**config.mk**
```make
export PLATFORM = sky130hd
export DESIGN_NAME = uart_tx_fifo
export DESIGN_NICKNAME = d
export VERILOG_FILES = /design/src/rtl/uart_pkg.sv /design/src/rtl/uart_tx_fifo_sync_fifo.sv /design/src/rtl/uart_tx_fifo.sv
export SDC_FILE = /design/constraint.sdc
export NUM_CORES = 1
export LEC_CHECK = 0
export BUFFER_PORTS_ARGS = -buffer_cell sky130_fd_sc_hd__buf_2
export CORE_MARGIN = 3
export CORE_UTILIZATION = 33
export DETAILED_ROUTE_END_ITERATION = 12
export HOLD_SLACK_MARGIN = 0.15
export PLACE_DENSITY = 0.47
export SYNTH_ARGS = -nofsm -noshare
export SYNTH_HDL_FRONTEND = slang
export SYNTH_SLANG_ARGS = --single-unit
```
**constraint.sdc**
```tcl
create_clock -name clk -period 4.19 [get_ports clk]
set_clock_uncertainty 0.1 [all_clocks]
set_input_delay 0.2095 -clock clk [delete_from_list [all_inputs] [get_ports clk]]
set_output_delay 0.2095 -clock clk [all_outputs]
set_load 0.01 [all_outputs]
```
**src/rtl/uart_pkg.sv**
```systemverilog
// uart_pkg: shared UART TX sequencer state encoding and character/timeout constants
package uart_pkg;
  typedef enum logic [1:0] {IDLE, ARM, WAIT_BUSY, WAIT_DONE} tx_state_e;
  localparam logic [7:0] ASCII_CR = 8'h0D;
  localparam logic [7:0] ASCII_LF = 8'h0A;
  localparam int BUSY_TIMEOUT = 2;
endpackage

```
**src/rtl/uart_tx_fifo_sync_fifo.sv**
```systemverilog
// sync_fifo: power-of-two circular buffer with push, pop, flush and occupancy level
module sync_fifo #(
  parameter int DEPTH = 8,
  parameter int WIDTH = 8
) (
  input  logic                   clk,
  input  logic                   rst,
  input  logic                   push,
  input  logic                   pop,
  input  logic                   flush,
  input  logic [WIDTH-1:0]       wdata,
  output logic [WIDTH-1:0]       rdata,
  output logic                   full,
  output logic                   empty,
  output logic [$clog2(DEPTH):0] level
);
  localparam int AW = $clog2(DEPTH);
  logic [WIDTH-1:0] mem_q [DEPTH];
  logic [AW-1:0] wr_q, rd_q;
  logic [AW:0] level_q;
  logic do_push, do_pop;
  assign full = level_q == (AW+1)'(DEPTH);
  assign empty = level_q == '0;
  assign level = level_q;
  assign rdata = mem_q[rd_q];
  assign do_push = push && !full && !flush;
  assign do_pop = pop && !empty && !flush;
  always_ff @(posedge clk) begin
    if (rst) begin
      wr_q <= '0;
      rd_q <= '0;
      level_q <= '0;
    end else if (flush) begin
      rd_q <= wr_q;
      level_q <= '0;
    end else begin
      if (do_push) wr_q <= wr_q + 1'b1;
      if (do_pop) rd_q <= rd_q + 1'b1;
      level_q <= level_q + {{AW{1'b0}}, do_push} - {{AW{1'b0}}, do_pop};
    end
  end
  always_ff @(posedge clk)
    if (do_push) mem_q[wr_q] <= wdata;
endmodule

```
**src/rtl/uart_tx_fifo.sv**
```systemverilog
// uart_tx_fifo: byte queue that strobes the UART transmitter when idle; UART_TX_FIFO_CRLF_EN inserts CR before LF
module uart_tx_fifo
  import uart_pkg::*;
#(
  parameter int DEPTH = 8,
  parameter int PAYLOAD_BITS = 8
) (
  input  logic                      clk,
  input  logic                      rst,
  input  logic [PAYLOAD_BITS-1:0]   in_data,
  input  logic                      in_valid,
  output logic                      in_ready,
  input  logic                      flush,
  output logic                      uart_tx_en,
  output logic [PAYLOAD_BITS-1:0]   uart_tx_data,
  input  logic                      uart_tx_busy,
  output logic [$clog2(DEPTH):0]    level,
  output logic                      tx_idle
);
  tx_state_e state_q, state_d;
  logic en_q, en_d;
  logic [PAYLOAD_BITS-1:0] data_q, data_d, head;
  logic [1:0] cnt_q, cnt_d;
  logic full, empty, pop, launch, ins_cr;
  assign in_ready = !full;
  assign launch = state_q == IDLE && !empty && !uart_tx_busy && !flush;
  sync_fifo #(.DEPTH(DEPTH), .WIDTH(PAYLOAD_BITS)) u_fifo (
    .clk(clk), .rst(rst), .push(in_valid && in_ready), .pop(pop), .flush(flush),
    .wdata(in_data), .rdata(head), .full(full), .empty(empty), .level(level)
  );
`ifdef UART_TX_FIFO_CRLF_EN
  logic cr_q;
  assign ins_cr = head == PAYLOAD_BITS'(ASCII_LF) && !cr_q;
  always_ff @(posedge clk)
    if (rst || flush) cr_q <= 1'b0;
    else if (launch) cr_q <= ins_cr;
`else
  assign ins_cr = 1'b0;
`endif
  always_comb begin
    state_d = state_q;
    en_d = 1'b0;
    data_d = data_q;
    cnt_d = cnt_q;
    pop = 1'b0;
    case (state_q)
      IDLE: if (launch) begin
        pop = !ins_cr;
        en_d = 1'b1;
        data_d = ins_cr ? PAYLOAD_BITS'(ASCII_CR) : head;
        state_d = ARM;
      end
      ARM: begin
        cnt_d = '0;
        state_d = WAIT_BUSY;
      end
      // a strobe the transmitter never acknowledged must not wedge the queue
      WAIT_BUSY: if (uart_tx_busy) state_d = WAIT_DONE;
        else if (cnt_q == 2'(BUSY_TIMEOUT - 1)) state_d = IDLE;
        else cnt_d = cnt_q + 1'b1;
      WAIT_DONE: state_d = uart_tx_busy ? WAIT_DONE : IDLE;
      default: state_d = IDLE;
    endcase
  end
  always_ff @(posedge clk) begin
    if (rst) begin
      state_q <= IDLE;
      en_q <= 1'b0;
      data_q <= '0;
      cnt_q <= '0;
    end else begin
      state_q <= state_d;
      en_q <= en_d;
      data_q <= data_d;
      cnt_q <= cnt_d;
    end
  end
  assign uart_tx_en = en_q;
  assign uart_tx_data = data_q;
  assign tx_idle = empty && state_q == IDLE && !uart_tx_busy;
endmodule

```
Word-level counts from Yosys, hierarchy flattened. Memory sizes are Yosys's and may differ from the RTL's. A register that Yosys moved wholly into a read port is not among the register bits. Cells that the tools add are included.

Equal/unequal tests: 9. $add $sub $neg: 5. Mux-type cells: 14. Multiply operators: 0. Divide/modulo/power cells: 0. Bitwise operators: 1. $lt $le $gt $ge: 0. Reduce and logical (&&, ||, !) cells: 23. Shift-type cells: 0.

Operator list (number): 2-to-1 mux 2 bit (6); logical AND 1 bit (10); case mux 2 bit (4 select lines) (1); adder 3 x 1 -> 3 bit (second input constant) (2); 2-to-1 mux 3 bit (2); inequality test 2 bit (second input constant) (3); AND reduction 2 bit (3); adder 4 x 1 -> 4 bit (1); equality test 2 x 1 -> 1 bit (second input constant) (2); equality test 2 bit (second input constant) (2); equality test 4 bit (second input constant) (1); zero test 1 bit (4); zero test 4 bit (1); 2-to-1 mux 1 bit (4); case mux 2 bit (2 select lines) (1); nonzero test 2 bit (2); subtractor 4 x 1 -> 4 bit (1); inequality test 3 bit (second input constant) (1); AND reduction 3 bit (1); adder 2 x 1 -> 2 bit (second input constant) (1); zero test 2 bit (1); OR reduction 2 bit (1); inverter 1 bit (1).

Input port bits: 13. RAM bits: 64. Memories kept: 1. Word-level logic and storage cells: 59. Register bits: 15. Bits in read-only memories: 0. Bits in latches: 0. Output and inout bits: 15.

Memory list: u_fifo.mem_q (depth 8, bits a word 8, rd ports 1, clocked after memory_dff 1, wr ports 1, line uart_tx_fifo_sync_fifo.sv:18) `logic [WIDTH-1:0] mem_q [DEPTH];`.

Longest topological paths before layout.
Word-level depth: 11. Depth in mapped cells: 13. Depth with buffers taken out: 12.

Hierarchy. Synthesis repeated with hierarchy kept, for this count alone.

Cells, all modules: 244. Area total of the unflattened synthesis: 3779.9 um^2.

By module, submodules not included: sync_fifo (cells an instance 178, instances 1, sequential area each 2182.1 um^2, area each 3186.8 um^2); uart_tx_fifo (cells an instance 66, instances 1, sequential area each 260.2 um^2, area each 593.1 um^2).

Worst setup path after synthesis. No wires, ideal clock.

Kind: reg2reg. From: register u_fifo.level_q[2], in the netlist u_fifo.level[2]. To: register u_fifo.level_q[2], in the netlist u_fifo.level[2]. Path buffers: 1. Required time: 4.012 ns. Setup time: 0.078 ns. Stages on the path, launching flop included: 14. Arrival time: 2.580 ns. Path slack: 1.431 ns. Period minus slack after synthesis: 2.759 ns. Cells stage by stage: dfxtp_1 -> inv_1 -> ha_1 -> or3b_2 -> buf_2 -> nand3_1 -> clkinv_1 -> ha_1 -> inv_1 -> ha_1 -> inv_1 -> fa_1 -> xor2_1 -> nor3_1.

Word-level cells in the longest chain between the ends: 10. Elaborated cells on any way between the ends: 16. Those cells by class: 2 x add/sub; 1 x eq/ne; 2 x mux; 11 x reduce/logical.

Ends and longest elaborated chain: start: declaration (line uart_tx_fifo_sync_fifo.sv:20) `logic [AW:0] level_q;`; start signal: assignment (line uart_tx_fifo_sync_fifo.sv:39) `level_q <= level_q + {{AW{1'b0}}, do_push} - {{AW{1'b0}}, do_pop};`; branches (longest 9 deep; another with adder 4 x 1 -> 4 bit); subtractor 4 x 1 -> 4 bit * (line uart_tx_fifo_sync_fifo.sv:39).

Every way passes the cells marked *. A chain may end at the register's enable or synchronous reset.

Final worst setup path. Same ends and word-level chain as after synthesis.

==> flow_summary.json <==
{
  "crit_buf_inv": 4,
  "power.internal_mw": 1.35,
  "seq_area_frac_synth_pct": 68.4,
  "final_util_pct": 41.0,
  "min_path_cells": 2,
  "synth_xor_xnor_area_share_pct": 1.51,
  "setup-tns-final_ns": 0,
  "rsz0062_at_grt": "false",
  "nNetsFinal": 289,
  "syn_area_per_cell_um2": 15.5,
  "synthesis.area_um2": 3480,
  "start_util_pct": 34.8,
  "leakage_nw": 1.39,
  "gp_congestion": 0.746,
  "slew_headroom_pct": 30.6,
  "hold_path_class": "in -> reg",
  "finalHoldViolCount": 0,
  "ys_seq_elements": 87,
  "synthAdderAreaFrac_pct": 3.81,
  "fp.dieH_um": 109,
  "synthMuxAreaShare_pct": 10.9,
  "cp.arrival_ns": 3.23,
  "slew_viol_final": 0,
  "dieArea_um2": 11800,
  "grt_antenna_before_repair": 0,
  "maxCapViolCount": 0,
  "dr_wl_met2_um": 3380,
  "max_freq_mhz": 327,
  "critPathSlowestCell": "or3b_2",
  "reg2reg_slack_ns": 1.13,
  "area_growth_pct": 17.5,
  "power_frac_clock_pct": 37.0,
  "dr.pass1.iters": 4,
  "grt_pass1_wl_um": 10700,
  "yosys.cell_types.count": 35,
  "met3_length_um": 180,
  "drtIter0Drc": 117,
  "r2r_start": "u_fifo.level[2]",
  "m1WireLength_um": 3420,
  "ir_drop_mv": 0.185,
  "drc": 0,
  "final.setup.worst_slack_ns": 1.13,
  "fp.dieW_um": 109,
  "required_ns": 4.36,
  "top_layer_used": "met4",
  "via_count": 1966,
  "pre_cts_ws_ns": 1.11,
  "viasPerCell": 4.87,
  "startpoint_type": "flop",
  "setup_viol": 0,
  "crit_fanout": 9,
  "grt_pass1_vias": 1876,
  "path_clk_slew_ns": 0.09,
  "crit_type": "reg -> reg",
  "fin_crit_sh_pct": 73.1,
  "min_from": "rst",
  "yosysWarnings": 0,
  "synth_cells": 225,
  "cts_tree": "built",
  "hold-path-endpoint": "u_fifo.wr_q[2]",
  "cts_root_buf": "clkbuf_8",
  "crit_chain": "inv_1, ha_1, or3b_2, nand3_1, clkinv_1, ha_1, inv_1, ha_1, inv_1, fa_1, xor2_1, nor3_1",
  "sw_frac_of_total_pct": 22.5,
  "netSwitchingPower_uw": 391,
  "overflow": 0,
  "grt_start_max_net_pins": 24,
  "min_period_ns": 3.06,
  "combPwrFrac_pct": 7.9,
  "portBuffers": 27,
  "wl_um": 7090,
  "syn_nets": 248,
  "cts_sinks": 87,
  "dpl.hpwl_um": 4340,
  "ios": 28,
  "track_usage_pct": 12.7,
  "clock_latency_ns": 0.35,
  "power.density_nw_per_um2": 424,
  "post_drt_wl_per_cell_um": 17.6,
  "coreArea_um2": 10000,
  "drive_above_1_share_pct": 25.1,
  "ant_nets": 0,
  "r2r_end": "u_fifo.level[2]",
  "max_stage_delay_ns": 0.51,
  "cts_resized": 0,
  "antenna_cells": 0,
  "cts_max_path_buffers": 2,
  "rr_worst_depth": 12,
  "pwr-share-seq_pct": 55.1,
  "synthSimpleGateAreaFrac_pct": 8.51,
  "critPathTopFamily": "adder cells",
  "cts_buffers": 9,
  "synth_compound_area_share_pct": 4.06,
  "worstMarginPinSlew_ns": 1.04,
  "critPathCaptureType": "flop",
  "status": "complete, no violations",
  "cts_max_level": 3,
  "synth_top_family_by_area": "multiplexers",
  "fp-row-count": 36
}
==> cells by family after synthesis <==
family          after synthesis
flops                        87
simple gates                 62
buf+inv                      22
compound gates               20
mux                          18
fa+ha+maj                    10
xor+xnor                      6
==> power groups by stage <==
stage / sequential (mW) / combinational, mW / clock (mW)
6_report: 0.958 / 0.137 / 0.642
3_3_place_gp: 0.978 / 0.133 / 0
5_1_grt: 0.961 / 0.153 / 0.701
4_1_cts: 0.959 / 0.141 / 0.667
3_5_place_dp: 0.978 / 0.133 / 0
2_1_floorplan: 0.973 / 0.0909 / 0
==> final cells by class <==
| type | count | area [um2] |
|---|---|---|
| multi-input cells | 116 | 1020 |
| clock inverters | 6 | 91.3 |
| flip-flops and latches | 87 | 2380 |
| well taps | 133 | 166 |
| fillers | 949 | 5900 |
| clock buffers | 10 | 128 |
| inverters | 12 | 45.0 |
| repair buffers | 40 | 258 |
==> metal layers <==
layer,GRT usage [%],vias to the layer above
met5,0,-
met4,5.68,0
met3,2.37,11
met2,20.2,29
met1,17.1,985
li1,-,941
==> repair_timing <==
| action | in CTS | in global routing |
|---|---|---|
| buffers inserted | 0 | 0 |
| hold buffers | 10 | 0 |
| endpoints found under the hold margin | 71 | 0 |
| endpoints found under the setup margin | 0 | 0 |
==> Yosys cell counts <==
library cell	count	area share [%]
buf_2	4	0.57
nor3_1	18	2.6
nand2b_1	1	0.18
nand3_1	4	0.57
inv_1	10	1.1
or4_1	1	0.22
buf_6	1	0.32
a311oi_1	1	0.25
a2bb2oi_1	2	0.50
nor4_1	1	0.18
o22ai_2	1	0.36
nand2_1	8	0.86
clkbuf_1	3	0.32
or3_1	1	0.18
a21o_1	2	0.43
edfxtp_1	64	55
nor3b_1	2	0.43
mux4_2	16	10
ha_1	9	3.2
a211oi_1	2	0.43
nor2_1	22	2.4
and4_1	1	0.25
xnor2_1	3	0.75
xor2_1	3	0.75
mux2i_1	2	0.57
nand4_1	1	0.18
or3b_2	2	0.50
buf_4	1	0.22
dfxtp_1	23	13
buf_1	1	0.11
clkinv_1	2	0.22
o31a_1	1	0.25
fa_1	1	0.57
a21oi_1	4	0.57
o22ai_1	7	1.3
==> through the flow <==
stage | power [mW] | area [um2] | std cells | hold WS (ns)
6_report | 1.74 | 4100 | 404 | 0.198
5_1_grt | 1.82 | 4100 | 404 | 0.204
4_1_cts | 1.77 | 4100 | 404 | 0.186
3_5_place_dp | 1.11 | 3780 | 378 | 0.385
3_3_place_gp | 1.11 | 3780 | 378 | 0.385
2_1_floorplan | 1.06 | 3480 | 225 | 0.182
==> how the worst max path moves through the flow <==
stage	cells after the start	slack [ns]	to	from
3_5_place_dp	12	1.11	u_fifo.level[2]	u_fifo.level[2]
6_report	12	1.13	u_fifo.level[2]	u_fifo.level[2]
3_3_place_gp	12	1.22	u_fifo.level[2]	u_fifo.level[2]
2_1_floorplan	13	1.43	u_fifo.level[2]	u_fifo.level[2]
4_1_cts	12	1.09	u_fifo.level[2]	u_fifo.level[2]
5_1_grt	12	0.91	u_fifo.level[2]	u_fifo.level[2]
==> flip-flops by register name, indices dropped and copies added, names as in the netlist <==
signal,flops
uart_tx_data,8
u_fifo.level,4
u_fifo.rd_q,3
cnt_q,2
u_fifo.mem_q,64
u_fifo.wr_q,3
state_q,2
uart_tx_en,1
==> cells in the final DEF, fill, tap and decap left out, types with 2 or more instances in the layout <==
cell	count
inv_1	10
nand2_1	8
dlygate4sd3_1	10
nor3_1	15
xnor2_1	3
clkinv_1	2
buf_4	3
edfxtp_1	64
o22ai_1	7
ha_1	9
a2bb2oi_1	2
nor3b_1	2
nor3_2	3
xor2_1	3
mux2i_1	2
inv_6	2
nor2_1	22
bufinv_16	2
buf_2	27
or3b_2	2
dfxtp_1	23
mux4_2	16
clkbuf_8	9
a21oi_1	4
a21o_1	2
nand3_1	4
a211oi_1	2
Note: power is estimated with default switching activity, not from simulation.
